$ cat src/rtl/seg7_pkg.sv
// Shared 7-segment display definitions: segment patterns (active-low
// {g,f,e,d,c,b,a}), anode constants and small helpers for display blocks.
package seg7_pkg;

   typedef logic [6:0] seg_t;
   typedef logic [3:0] bcd_t;

   localparam seg_t SEG_0     = 7'b1000000;
   localparam seg_t SEG_1     = 7'b1111001;
   localparam seg_t SEG_2     = 7'b0100100;
   localparam seg_t SEG_3     = 7'b0110000;
   localparam seg_t SEG_4     = 7'b0011001;
   localparam seg_t SEG_5     = 7'b0010010;
   localparam seg_t SEG_6     = 7'b0000010;
   localparam seg_t SEG_7     = 7'b1111000;
   localparam seg_t SEG_8     = 7'b0000000;
   localparam seg_t SEG_9     = 7'b0010000;
   localparam seg_t SEG_BLANK = 7'b1111111;
   localparam seg_t SEG_DASH  = 7'b0111111;

   localparam logic [3:0] AN_OFF = 4'b1111;

   // Active-low one-hot anode pattern selecting digit position idx.
   function automatic logic [3:0] an_select(input logic [1:0] idx);
      an_select = ~(4'b0001 << idx);
   endfunction

endpackage

$ cat src/rtl/bcd_to_seg7.sv
// Combinational BCD to active-low 7-segment decoder. Codes 10..15 are not
// valid BCD and render as a centre dash so bad data is visible on the display.
module bcd_to_seg7
   import seg7_pkg::*;
(
   input  bcd_t i_bcd,
   output seg_t o_seg
);

   // Map each BCD code to its segment pattern; anything else shows a dash.
   always_comb begin
      o_seg = SEG_DASH;
      case (i_bcd)
         4'd0:    o_seg = SEG_0;
         4'd1:    o_seg = SEG_1;
         4'd2:    o_seg = SEG_2;
         4'd3:    o_seg = SEG_3;
         4'd4:    o_seg = SEG_4;
         4'd5:    o_seg = SEG_5;
         4'd6:    o_seg = SEG_6;
         4'd7:    o_seg = SEG_7;
         4'd8:    o_seg = SEG_8;
         4'd9:    o_seg = SEG_9;
         default: o_seg = SEG_DASH;
      endcase
   end

endmodule

$ cat src/rtl/seg7_scan.sv
// Time-multiplexed driver for a 4-digit common-anode 7-segment display.
// A full frame of digits is captured once per scan rotation so the display
// never tears mid-frame. Each digit slot starts with a short all-off window
// to suppress ghosting. Optional leading-zero suppression on the leftmost
// digit and a blinking dp "colon" on the hours-units digit are provided.
// Requires CLK_HZ/DIGIT_HZ >= BLANK_CYC + 2.
module seg7_scan
   import seg7_pkg::*;
#(
   parameter int unsigned CLK_HZ    = 100_000_000,
   parameter int unsigned DIGIT_HZ  = 4_000,
   parameter int unsigned BLINK_HZ  = 1,
   parameter int unsigned BLANK_CYC = 1000
)
(
   input  logic       clk,
   input  logic       reset,
   input  logic [3:0] d3,
   input  logic [3:0] d2,
   input  logic [3:0] d1,
   input  logic [3:0] d0,
   input  logic       blank_lead,
   input  logic       dp_en,
   output logic [3:0] an,
   output logic [6:0] seg,
   output logic       dp
);

   localparam int unsigned DIV   = CLK_HZ / DIGIT_HZ;
   localparam int unsigned HALF  = CLK_HZ / (2 * BLINK_HZ);
   localparam int unsigned CNT_W = (DIV  > 1) ? $clog2(DIV)  : 1;
   localparam int unsigned BLK_W = (HALF > 1) ? $clog2(HALF) : 1;

   localparam logic [CNT_W-1:0] CNT_LAST  = CNT_W'(DIV - 1);
   localparam logic [CNT_W-1:0] CNT_BLANK = CNT_W'(BLANK_CYC);
   localparam logic [BLK_W-1:0] BLK_LAST  = BLK_W'(HALF - 1);

   logic [CNT_W-1:0] r_cnt;
   logic [1:0]       r_idx;
   logic [BLK_W-1:0] r_blk;
   logic             r_phase;
   bcd_t [3:0]       r_shadow;

   logic w_tick;
   logic w_blank;
   logic w_lead_sup;
   logic w_colon;
   bcd_t w_digit;
   seg_t w_seg;

   assign w_tick     = (r_cnt == CNT_LAST);
   assign w_blank    = (r_cnt < CNT_BLANK);
   assign w_digit    = r_shadow[r_idx];
   assign w_lead_sup = blank_lead && (r_idx == 2'd3) && (r_shadow[3] == 4'd0);
   assign w_colon    = dp_en && r_phase && (r_idx == 2'd2);

   bcd_to_seg7 u_dec (
      .i_bcd (w_digit),
      .o_seg (w_seg)
   );

   // Slot counter: free-running 0..DIV-1, one wrap per digit slot.
   always_ff @(posedge clk or posedge reset) begin
      if (reset) begin
         r_cnt <= '0;
      end else if (w_tick) begin
         r_cnt <= '0;
      end else begin
         r_cnt <= r_cnt + CNT_W'(1);
      end
   end

   // Scan index advances once per slot and wraps naturally after digit 3.
   always_ff @(posedge clk or posedge reset) begin
      if (reset) begin
         r_idx <= 2'd0;
      end else if (w_tick) begin
         r_idx <= r_idx + 2'd1;
      end else begin
         r_idx <= r_idx;
      end
   end

   // Capture a whole frame only at the end of the last slot, so inputs that
   // change mid-frame never appear partially on the display.
   always_ff @(posedge clk or posedge reset) begin
      if (reset) begin
         r_shadow <= '0;
      end else if (w_tick && (r_idx == 2'd3)) begin
         r_shadow <= {d3, d2, d1, d0};
      end else begin
         r_shadow <= r_shadow;
      end
   end

   // Free-running blink timer for the colon, independent of the scan.
   always_ff @(posedge clk or posedge reset) begin
      if (reset) begin
         r_blk   <= '0;
         r_phase <= 1'b0;
      end else if (r_blk == BLK_LAST) begin
         r_blk   <= '0;
         r_phase <= ~r_phase;
      end else begin
         r_blk   <= r_blk + BLK_W'(1);
         r_phase <= r_phase;
      end
   end

   // Registered display outputs from the current slot state; blank window
   // and a suppressed leading zero both switch every anode off.
   always_ff @(posedge clk or posedge reset) begin
      if (reset) begin
         an  <= AN_OFF;
         seg <= SEG_BLANK;
         dp  <= 1'b1;
      end else if (w_blank || w_lead_sup) begin
         an  <= AN_OFF;
         seg <= SEG_BLANK;
         dp  <= 1'b1;
      end else begin
         an  <= an_select(r_idx);
         seg <= w_seg;
         dp  <= ~w_colon;
      end
   end

endmodule

$ cat config.mk
export PLATFORM = sky130hd
export DESIGN_NAME = seg7_scan
export DESIGN_NICKNAME = d
export VERILOG_FILES = /design/src/rtl/seg7_pkg.sv /design/src/rtl/bcd_to_seg7.sv /design/src/rtl/seg7_scan.sv
export SDC_FILE = /design/constraint.sdc
export NUM_CORES = 1
export LEC_CHECK = 0
export BUFFER_PORTS_ARGS = -buffer_cell sky130_fd_sc_hd__buf_4
export CORE_UTILIZATION = 53
export DETAILED_ROUTE_END_ITERATION = 7
export PLACE_DENSITY = 0.77
export SLEW_MARGIN = 10
export SYNTH_ARGS = -nofsm -noshare
export SYNTH_HDL_FRONTEND = slang
export SYNTH_HIERARCHICAL = 1
export SYNTH_SLANG_ARGS = --single-unit
$ cat constraint.sdc
create_clock -name clk -period 2.22 [get_ports clk]
set_input_delay 0.333 -clock clk [delete_from_list [all_inputs] [get_ports clk]]
set_output_delay 0.333 -clock clk [all_outputs]
set_load 0.02 [all_outputs]
; After elaboration in Yosys (flattened, before gate mapping)
; Memory sizes are Yosys's and may differ from the RTL's.
; Cells that the tools add are included.
[op_classes]
add_sub_neg = 3
order_cmp = 2
muxes = 7
eq_ne = 4
shifts = 1
n_bitwise = 3
reduce_logical = 7
[ops]
columns = cell, count
row1 = $add 26x1->26 const B, 1
row2 = $eq 26x26->1 const B, 1
row3 = $mux 26, 1
row4 = $add 15x1->15 const B, 1
row5 = $eq 15x15->1 const B, 1
row6 = $lt 15x10->1 const B, 1
row7 = $mux 15, 1
row8 = $bmux 4 s2, 1
row9 = $mux 4, 2
row10 = $mux 7, 1
row11 = $logic_and 1x1->1, 5
row12 = $eq 2x2->1 const B, 2
row13 = $logic_not 4->1, 1
row14 = $not 4->4, 1
row15 = $shl 1x2->4 const A, 1
row16 = $lt 2x3->1 const B, 1
row17 = $add 2x1->2 const B, 1
row18 = $not 1->1, 2
row19 = $logic_or 1x1->1, 1
row20 = $mux 1, 1
[word_totals]
mem_bits_ro = 112
memories = 1
output_inout_bits = 12
ff_bits = 72
in_bits = 20
[mem_list]
columns = name, depth, word_bits, rd, rd_ports_with_merged_regs, write_ports, line
row1 = (name not given), 16, 7, 1, 0, 0, bcd_to_seg7.sv:13  ; case (i_bcd)

; Logic depth before layout (Yosys ltp)
[depth]
ltp_word = 5
ltp_mapped = 7

; Hierarchy
; Netlist, hierarchy kept.
[modules_own_cells]
columns = mod, instances, area_per_inst_um2, seq_area_each_um2, cells_each
row1 = seg7_scan, 1, 3303.2, 1816.7, 280
row2 = bcd_to_seg7, 1, 240.2, 0.0, 31

; Least setup slack after synthesis
; No wires, ideal clock.
[synth_timing]
kind = reg2reg
start = register r_idx[0]
end = register seg[1]
arrival_ns = 1.848
path_stages_with_launch = 8
setup_ns = 0.088
setup_slack_ns = 0.284
cell_sequence = dfrtp_1 clkbuf_1 mux4_2 inv_1 ha_1 nor2_1 nor2_1 nand2b_1
[synth_between]
elab_cells_between_ends = 8
classes_between = 1 x eq/ne / 3 x mux / 3 x reduce/logical / 1 x memory
[synth_lines]
columns = item, line
row1 = start: declaration, seg7_scan.sv:39  ; logic [1:0] r_idx;
row2 = start signal: assignment, seg7_scan.sv:78  ; r_idx <= r_idx + 2'd1;
row3 = start signal: assignment, seg7_scan.sv:80  ; r_idx <= r_idx;
row4 = $bmux 4 s2, seg7_scan.sv:53  ; assign w_digit = r_shadow[r_idx];
row5 = $mux 4 (implied by the code), seg7_scan.sv:53
row6 = via w_digit[1], seg7_scan.sv:48  ; bcd_t w_digit;
row7 = $mem_v2 16x7, -
row8 = via w_seg[1], seg7_scan.sv:49  ; seg_t w_seg;
row9 = $mux 7, seg7_scan.sv:117  ; end else if (w_blank || w_lead_sup) begin
row10 = end signal: assignment, seg7_scan.sv:123  ; seg <= w_seg;
row11 = end: declaration, seg7_scan.sv:25  ; output logic [6:0] seg,
; The timed path passes the listed nets, and every way through them passes these cells. The select of a mux whose other input is x is not followed.
; A chain may end at the register's enable or synchronous reset.

; Final worst setup path
[layout_timing]
start = register r_idx[0]
end = register seg[2]
; Same word-level chain as after synthesis.

==> out/results.md <==
* **RSZ-0062 raised after global routing** no
* **clock tree from TritonCTS** built
* **via count** 2461
* **Crit Path Class** reg -> reg
* **max_slew headroom** 62.3%
* **Core ar.** 6390 sq um
* **initial cell density of the core** 55.5%
* **register area share after synthesis** 51.3%
* **classification of the worst-slack hold path** in -> async
* **data required time at the worst endpoint** 2.47 ns
* **number of flops mapped to enable cells by yosys** 0
* **die boundary height** 83.8 um
* **Max stage delay cell, worst path** mux4_2
* **Fin Setup TNS** 0 ns
* **Overall Global Routing Usage** 20.5%
* **top cell type by total area after synthesis** dfrtp_1
* **asr flop ratio synth** 100%
* **most frequent cell after synthesis** dfrtp_1
* **number of top-level pins** 32
* **Cell Rows** 29
* **routability congestion estimate from global placement** 0.865
* **horizontal die dimension** 83.8 um
* **leakage** 0.00180 uW
* **DRC violations left** 0
* **Avg Synthesized Cell Area** 11.4 sq um
* **wire length reported by the detailed router** 6.59 mm
* **count of port buffers added during placement** 31
* **die outline area** 7020 sq um
* **CP arrival** 2.24 ns
* **vias in the first global route** 2469
* **maximum count of clock buffers along a single path** 2
* **final hold violation count** 0
* **Synth top area share** 42.4%
* **post-CTS clock slew at the launch and capture registers of the worst setup and hold paths** 0.08 ns
* **number of vias per cell after detailed routing** 5.74
* **maximum number of pins on one net before global-route repair** 36
* **CTS Root Buffer Type** clkbuf_8
* **cells taking the most area after synthesis** dfrtp_1 42%, dfstp_2 8.9%, mux2_2 5.1%
* **global-route wire length before repair** 11.3 mm
* **number of cells produced by synthesis** 311
* **number of buffer and inverter instances along the worst setup path** 0
* **largest incremental delay on the critical path** 0.66 ns
* **Routed WL per cell** 15.4 um
* **slew at the pin closest to its max-slew limit** 0.565 ns
* **cells resized by post-CTS repair** 0
* **commonest cells in the netlist** 60 x dfrtp_1, 24 x nor2_1, 18 x nand2_1
* **nets@finish** 378
* **post-CTS setup buffer count** 0
* **most instantiated flip-flop cell in the synthesis netlist** dfrtp_1
* **number of antenna diodes** 0
* **min Tclk post-route** 1.98 ns
* **non-filler instance count after layout** 429
* **insertion delay to the later sink of the worst-skew pair** 0.34 ns
* **total power per unit cell area** 661 nW/um^2
* **H-Tree Depth** 3
* **Inst Count DP** 413
* **post-synth cell types** 56
* **number of antenna violations at the first check in global routing** 0
* **portion of the clock cycle consumed by the worst path in the final layout** 89.4%
* **fraction of final layout cells sized beyond drive strength 1** 27.8%
* **detailed-routing iteration count for the pre-antenna-repair pass** 4
* **count of state elements after synthesis** 72
* **layout-stage area growth over the synthesis result** 15.4%
* **CTS hold repair buffers** 0
* **Mapped Area** 3540 sq um
* **Final Skew** 0.00511 ns
* **estimated wirelength of the detail-placed design** 4.70 mm
* **number of violations of the max-capacitance limit** 0
* **first-iteration detailed-routing DRC count** 158
* **largest fanout of any net on the critical path** 7
* **overflow left after global routing** 0
* **number of clock sinks** 72
* **Max Transition Viols Final** 0
* **element type at the critical path start** flop
* **nature of the critical path endpoint** flop
* **peak supply drop** 0.000451 V
* **yosys warns** 6
* **sequence of cells on the critical path** mux4_2 > ha_1 > nor3b_1 > a21o_1 > nand2b_1
* **synthesized net count** 342
* **upper clock frequency limit** 504 MHz
* **antenna violation net count after detailed routing** 0
* **cell family with most CP delay** multiplexers
* **run status** finished, final reports clean
* **clock buffer count from CTS** 9
* **# setup viols final** 0
## power by group
| part | internal (uW) | total [uW] | switching (uW) |
|---|---|---|---|
| clock | 748 | 1250 | 504 |
| sequential | 1330 | 1340 | 8.72 |
| combinational | 59.0 | 115 | 55.7 |
## cell usage in the layout (no fill, tap or decap), types with 4 or more instances in the layout
cell / count
nor3_1: 4
nand4_1: 12
a21oi_1: 12
nor2_1: 24
xnor2_1: 11
xor2_1: 16
buf_4: 35
nand3_1: 13
mux2_2: 16
o21ai_0: 6
nand2b_1: 10
mux4_2: 4
o31ai_1: 7
dfstp_2: 12
clkbuf_8: 9
or3_1: 5
inv_1: 11
or4_1: 6
ha_1: 11
dfrtp_1: 60
nand2_1: 18
## through the flow
| stage | power (uW) | hold WS (ns) | cell area, sq um | util (%) | setup slack, ns |
|---|---|---|---|---|---|
| after floorplan | 1430 | 0.423 | 3540 | - | 0.0819 |
| after global placement | 1470 | 0.421 | 3850 | 60.2 | 0.333 |
| after detailed placement | 1480 | 0.430 | 3850 | 60.2 | 0.242 |
| after CTS | 2730 | 0.0481 | 4090 | 64.0 | 0.223 |
| after global routing | 2800 | 0.0730 | 4090 | 64.0 | 0.123 |
| final | 2700 | 0.0439 | 4090 | 64.0 | 0.235 |
## per-layer routing
metal  global-route usage [%]  share of wire, %  vias up
met5                        0                 0        -
met4                     7.24               1.7        0
met3                     5.24               3.6       11
met2                     34.2                50       40
met1                     25.9                45     1239
li1                         -                 -     1171
## logic make-up after synthesis
family / Yosys count / synth area share, %
AO/OA/AOI/OAI: 34 / 6.07
XOR/XNOR: 27 / 6.67
adder cells (fa/ha/maj): 11 / 3.88
buffers and inverters: 23 / 3.42
flip-flops: 72 / 51.3
multiplexers: 21 / 7.91
AND/OR/NAND/NOR: 123 / 20.8
## sequential cells by signal (all words and copies together), names as in the netlist
name and cells:
an 4, r_blk 26, r_idx 2, r_cnt 15, r_shadow 16, dp 1, r_phase 1, seg 7
## path summary, 6_finish.rpt
path                                 startpoint                   to  slack, ns  depth (start not counted)
setup / recovery           r_idx[0]$_DFFE_PP0N_     seg[2]$_DFF_PP1_       0.24                          5
hold / removal                            reset  r_blk[12]$_DFF_PP0_       0.04                          2
setup reg to reg           r_idx[0]$_DFFE_PP0N_     seg[2]$_DFF_PP1_       0.24                          5
hold reg to reg              r_cnt[0]$_DFF_PP0_   r_cnt[0]$_DFF_PP0_       0.47                          1
max in group asynchronous                 reset     seg[6]$_DFF_PP1_       1.51                          3
min in group clk                          dp_en         dp$_DFF_PP1_       0.18                          2
## final cells by class
| cell class | instances | area, sq um |
|---|---|---|
| fill | 495 | 2300 |
| sequential | 72 | 1820 |
| multi-input combinational | 216 | 1610 |
| timing repair buffer | 36 | 283 |
| clock buffer | 9 | 124 |
| clock inverter | 7 | 118 |
| tap | 77 | 96.3 |
| inverter | 12 | 45.0 |
(Power assumes the default switching activity.)
